## src/rtl/serial_adder_pkg.sv

```systemverilog
// serial_adder_pkg: shared FSM encoding and counter-width helper for the bit-serial adder.
package serial_adder_pkg;

   typedef logic [1:0] state_t;

   localparam logic [1:0] ST_IDLE = 2'd0;
   localparam logic [1:0] ST_RUN  = 2'd1;
   localparam logic [1:0] ST_DONE = 2'd2;

   // Counter must reach WIDTH-1, so WIDTH+1 values keeps one spare code.
   function automatic int cnt_width(input int w);
      return $clog2(w + 1);
   endfunction

endpackage

```

## src/rtl/bit_full_adder.sv

```systemverilog
// bit_full_adder: combinational full adder from two half-adder stages plus an OR.
module bit_full_adder (
   input  logic a,
   input  logic b,
   input  logic cin,
   output logic s,
   output logic cout
);

   logic w_p;
   logic w_g;
   logic w_t;

   assign w_p  = a ^ b;
   assign w_g  = a & b;
   assign s    = w_p ^ cin;
   assign w_t  = w_p & cin;
   assign cout = w_g | w_t;

endmodule

```

## src/rtl/serial_adder.sv

```systemverilog
// serial_adder: LSB-first bit-serial unsigned adder, one bit per clock via a single
// full-adder cell, with a start/busy/done handshake.
module serial_adder
   import serial_adder_pkg::*;
#(
   parameter int WIDTH = 8,
   parameter int CNT_W = cnt_width(WIDTH)
) (
   input  logic             clk,
   input  logic             rst_n,
   input  logic             start,
   input  logic [WIDTH-1:0] a,
   input  logic [WIDTH-1:0] b,
   output logic             busy,
   output logic             done,
   output logic [WIDTH-1:0] sum,
   output logic             carry_out
);

   state_t           r_state;
   logic [WIDTH-1:0] r_a;
   logic [WIDTH-1:0] r_b;
   logic [WIDTH-2:0] r_res;
   logic [WIDTH-1:0] r_sum;
   logic [CNT_W-1:0] r_cnt;
   logic             r_carry;
   logic             r_cout;
   logic             w_s;
   logic             w_c;
   logic             w_last;
   logic [WIDTH-1:0] w_shift;

   bit_full_adder u_fa (
      .a   (r_a[0]),
      .b   (r_b[0]),
      .cin (r_carry),
      .s   (w_s),
      .cout(w_c)
   );

   // The final step's sum bit goes straight into the result, so only WIDTH-1 bits are stored.
   assign w_shift = {w_s, r_res};
   assign w_last  = r_cnt == CNT_W'(WIDTH - 1);

   always_ff @(posedge clk or negedge rst_n) begin
      if (!rst_n) begin
         r_state <= ST_IDLE;
         r_a     <= '0;
         r_b     <= '0;
         r_res   <= '0;
         r_sum   <= '0;
         r_cnt   <= '0;
         r_carry <= 1'b0;
         r_cout  <= 1'b0;
      end else begin
         case (r_state)
            ST_IDLE: if (start) begin
               r_a     <= a;
               r_b     <= b;
               r_res   <= '0;
               r_cnt   <= '0;
               r_carry <= 1'b0;
               r_state <= ST_RUN;
            end
            ST_RUN: begin
               r_a     <= r_a >> 1;
               r_b     <= r_b >> 1;
               r_res   <= w_shift[WIDTH-1:1];
               r_carry <= w_c;
               r_cnt   <= r_cnt + CNT_W'(1);
               if (w_last) begin
                  r_state <= ST_DONE;
                  r_sum   <= w_shift;
                  r_cout  <= w_c;
               end
            end
            ST_DONE: r_state <= ST_IDLE;
            default: r_state <= ST_IDLE;
         endcase
      end
   end

   assign busy      = r_state == ST_RUN;
   assign done      = r_state == ST_DONE;
   assign sum       = r_sum;
   assign carry_out = r_cout;

endmodule

```

## config.mk

```make
export PLATFORM = sky130hd
export DESIGN_NAME = serial_adder
export DESIGN_NICKNAME = d
export VERILOG_FILES = /design/src/rtl/serial_adder_pkg.sv /design/src/rtl/bit_full_adder.sv /design/src/rtl/serial_adder.sv
export SDC_FILE = /design/constraint.sdc
export NUM_CORES = 1
export LEC_CHECK = 0
export ABC_AREA = 1
export BUFFER_PORTS_ARGS = -buffer_cell sky130_fd_sc_hd__buf_2
export CELL_PAD_IN_SITES_DETAIL_PLACEMENT = 0
export CELL_PAD_IN_SITES_GLOBAL_PLACEMENT = 2
export CORE_ASPECT_RATIO = 0.8
export CORE_MARGIN = 1
export CORE_UTILIZATION = 35
export CTS_CLUSTER_SIZE = 20
export DETAILED_ROUTE_END_ITERATION = 10
export PLACE_DENSITY = 0.81
export RECOVER_POWER = 50
export REMOVE_ABC_BUFFERS = 1
export SLEW_MARGIN = 20
export SYNTH_ARGS = -nofsm -noshare
export SYNTH_HDL_FRONTEND = slang
export SYNTH_HIERARCHICAL = 1
export SYNTH_SLANG_ARGS = --single-unit
```

## constraint.sdc

```tcl
create_clock -name clk -period 3.2 [get_ports clk]
set_clock_uncertainty 0.05 [all_clocks]
set_input_delay 0.32 -clock clk [delete_from_list [all_inputs] [get_ports clk]]
set_output_delay 0.32 -clock clk [all_outputs]
set_load 0.005 [all_outputs]
```

# Word level (Yosys, flattened, before mapping)
# Cells that the tools add are included.
totals:
  ff_bits: 39
  input_bits: 19
  out_inout_bits: 11
  elab_cells: 37
op_classes:
  add_sub_neg: 1
  mux: 13
  n_reduce_logical: 5
  bitwise: 5
  eq_ne: 5
op_table:
  columns: ["op", "n"]
  rows:
  - ["$pmux W8 S2", 2]
  - ["$mux W8", 2]
  - ["$pmux W7 S2", 1]
  - ["$pmux W4 S2", 1]
  - ["$mux W7", 1]
  - ["$reduce_and A2 Y1", 3]
  - ["$add A4 B1 Y4 const B", 1]
  - ["$eq A4 B3 Y1 const B", 1]
  - ["$mux W2", 2]
  - ["$mux W4", 1]
  - ["$pmux W2 S2", 1]
  - ["$and A1 B1 Y1", 2]
  - ["$eq A2 B1 Y1 const B", 1]
  - ["$eq A2 B2 Y1 const B", 1]
  - ["$logic_not A2 Y1", 1]
  - ["$ne A2 B1 Y1 const B", 1]
  - ["$ne A2 B2 Y1 const B", 1]
  - ["$pmux W1 S2", 1]
  - ["$reduce_bool A2 Y1", 1]
  - ["$xor A1 B1 Y1", 2]
  - ["$mux W1", 1]
  - ["$or A1 B1 Y1", 1]

# Longest topological paths before layout
logic_depth:
  depth_word: 4
  depth_mapped: 6
  mapped_depth_nobuf: 6

# Hierarchy
# Netlist, hierarchy kept.
modules_own_cells:
  columns: ["mod", "cells_each", "area_each_um2", "instances", "seq_area_each_um2"]
  rows:
  - ["serial_adder", 189, 1689.1, 1, 975.9]
  - ["bit_full_adder", 1, 20.0, 1, 0.0]

# Least setup slack after synthesis
# OpenSTA, ideal clock, no wires.
synth_timing:
  kind: "reg-to-reg"
  from: "reg r_cnt[0]"
  to: "reg r_sum[7], in the netlist sum[7]"
  setup_time_ps: 117
  n_path_buf: 0
  arrival_time_ps: 1034
  t_required_ps: 3033
  synth_period_minus_slack_ps: 1201
  path_slack_ps: 1999
  path_stages_with_launch: 7
  path_cell_list: "dfrtp_1 > ha_1 > nand2_1 > nor2_1 > nand2_2 > nand2_1 > nand2_1"
synth_via:
  elab_chain_len: 2
synth_lines:
  columns: ["item", "line_no", "rtl"]
  rows:
  - ["from (decl)", "serial_adder.sv:25", "logic [CNT_W-1:0] r_cnt;"]
  - ["from (signal assigned)", "serial_adder.sv:70", "r_cnt <= r_cnt + CNT_W'(1);"]
  - ["$eq A4 B3 Y1", "serial_adder.sv:43", "assign w_last = r_cnt == CNT_W'(WIDTH - 1);"]
  - ["$reduce_and A2 Y1 (no line)", null, null]
  - ["to (signal assigned)", "serial_adder.sv:73", "r_sum <= w_shift;"]
  - ["to (decl)", "serial_adder.sv:24", "logic [WIDTH-1:0] r_sum;"]
# No other way between the ends.
# A chain may end at the register's enable or synchronous reset.

==> results.md <==
* Final Slew Violations at 40
* Clk slew on worst S/H paths at about 0.07 ns
* Iter 0 DRT Violations at 82
* Critical Path RT at 3.13 ns
* Wire per inst at 12.4 µm
* Root buf cell: clkbuf_8
* HP Class: input port to flop
* Synth async-reset ratio at 1.00
* I/O pin total at 30
* Area Overhead vs Synth at 15.6%
* Area contributors post-synth: dfrtp_1 57%, nand2_1 17%, nand3_1 13%, buf_6 2.6%, nand2_4 1.3%
* Setup TNS at 0 ns
* Routed met3 length at around 180 µm
* Critical Path Source Type: input port
* Vias per inst at 4.83
* Clk pwr share at 0.228
* Worst Tran Pin Value at 2.09 ns
* Worst path bufs/invs at 1
* Top-count cell post-synth: nand2_1
* Crit-path cells: clkbuf_1
* PostCTS Resize Cnt at 0
* Share of Yosys cell area claimed by the top area cell type at 0.571
* Largest area contributor in the netlist: dfrtp_1
* Sw Pwr at 0.000675 W
* Largest net degree at the start of global routing at 40
* Leak pwr at 1.02 nW
* Clock tree buffer depth at 2
* Comb pwr share at 0.317
* Syn Inst Count at 190
* Slew HR at -0.393
* Number of port buffers at 29
* Top cells by count, synth: 79 x nand2_1, 43 x nand3_1, 39 x dfrtp_1
* Max stage delay on crit path at 1.47 ns
* Min Tclk post-route at 1.87 ns
* YS warnings at 6
* Hold Vio Cnt, Final at 0
* Post-CTS Setup Inserts at 0
* Family with the most delay on the worst path: buffers and inverters
* M1 WL at 1.64 mm
* CP arrival at between 1.5 and 2 ns
* Synth unique cells at 19
* Final wirelength at roughly 3.4 mm
* EDFF count, synth at 0
* GP Congestion at 0.795
* Failing checks: max-capacitance violations, max-slew violations
* Layout Nets at around 240
* DR top layer: met4
* Initial core utilization at 0.367
* GRT Util Overall at 0.149
* Maximum Capacitance Violations at 1
* Row Count at 22
* WHS at between 0.15 and 0.2 ns
* CTS H-tree depth at 2
* HPWL Detailed at roughly 2.2 mm
* Crit path max-delay cell type: clkbuf_1
* Antenna Nets Post-Route at 0
* Crit path kind: input port to asynchronous set/reset pin
* Final-report setup violation count at 0
* Mapped cell area at approximately 0.0017 mm²
* Die width at 80.1 µm
* Worst VDD drop at 344 µV
* Pint at 0.00117 W
* Initial antenna violation count at 0
* Dominant synthesized flop cell: dfrtp_1
* Gr ovfl total at 0
* Tcrit/Tclk final at 0.585
* Iteration count of the initial detailed-routing pass at 4
* Die ar. at 0.00517 mm²
* PD cells at 931 mW/mm²
* CTS tree: yes
* CP max FO at 39
* Core area at around 0.0047 mm²
* Status: finished, violations left
* Clock Sink Count at 39
* Avg Cell Area, Syn at around 9 µm²
* CTS buffer count at 5
* Yosys reg bits at 39
* Met2 wire length at 1.58 mm
* RSZ-0062 raised after global routing: false
* Worst-skew pair later-pin latency at 0.29 ns
* Post-synthesis sequential area ratio at 0.571
* CP Capture Type: asynchronous set/reset pin
* Switching Fraction at 0.367
* Residual DRC at 0
* Flop pwr share at 0.454
* Fin util at 0.425
* Total power at 0.00184 W
* Chip height at around 65 µm
* First-pass GRT wire length at 5.75 mm
* Fillers at about 470
* Vias in the first global route at approximately 1300
* F_max at 534 MHz
* Layout cell share with drive strength beyond 1 at 0.192
* # diodes at 0
* Vias at 1347
* Post-CTS Hold Fix Bufs at 0
[power groups by stage]
| stage | clock network (W) | logic (W) | registers, W |
|---|---|---|---|
| final | 0.000420 | 0.000584 | 0.000836 |
| after global routing | 0.000459 | 0.000672 | 0.000863 |
| after CTS | 0.000437 | 0.000595 | 0.000836 |
| after detailed placement | 0 | 0.000592 | 0.000844 |
| after global placement | 0 | 0.000581 | 0.000837 |
| after floorplan | 0 | 0.000401 | 0.000823 |
[area by class of cell]
type	count	area, µm²	area share
tap	60	75.1	0.0380
timing repair buffer	29	141	0.0716
multi-input combinational	139	648	0.328
sequential	39	976	0.494
clock buffer	6	82.6	0.0418
clock inverter	2	35.0	0.0177
inverter	4	17.5	0.00887
[final timing paths]
check	start	endpoint	slack, ns	depth (start not counted)
worst max-delay path	rst_n	r_res[4]	1.33	1
worst min-delay path	b[7]	r_b[7]	0.17	3
worst max register to register	r_state[0]	sum[5]	1.65	5
worst min register to register	sum[1]	sum[1]	0.43	2
max in group clk	r_state[0]	busy	1.33	3
min in group asynchronous	rst_n	r_cnt[1]	0.58	1
[kinds of logic (layout without fill, tap and decap cells)]
| family | Yosys count | in the layout | share of synthesized area |
|---|---|---|---|
| AND/OR/NAND/NOR | 132 | 132 | 0.342 |
| adder cells (fa/ha/maj) | 2 | 2 | 0.0190 |
| AO/OA/AOI/OAI | 5 | 5 | 0.0183 |
| flip-flops | 39 | 39 | 0.571 |
| buffers and inverters | 12 | 41 | 0.0498 |
[layer usage]
layer	vias up	track usage
met5	-	0
met4	0	0.0603
met3	5	0.0437
met2	29	0.237
met1	645	0.189
li1	668	-
[layout by cell type, fill, tap and decap left out, drive strengths merged]
cell,synthesis,final
bufinv,0,1
dfrtp,39,39
inv,4,4
o21bai,1,1
nand3,43,43
clkinv,0,1
fa,1,1
buf,8,27
o21ai,3,3
ha,1,1
a21oi,1,1
clkbuf,0,8
nor2,6,6
nand4,1,1
nand2,82,82
[sequential cells by signal (all words and copies together) (netlist names)]
register   count
r_a            8
r_state        2
r_res          7
carry_out      1
r_b            8
r_cnt          4
r_carry        1
sum            8
[stage by stage]
stage | cells | worst slack (ns) | cell area (µm²)
final | 279 | 1.33 | 1980
after global routing | 279 | 0.948 | 1980
after CTS | 279 | 1.31 | 1980
after detailed placement | 271 | 1.63 | 1860
after global placement | 271 | 1.66 | 1860
after floorplan | 182 | 1.94 | 1640
Power figures use the tool's default switching activity.
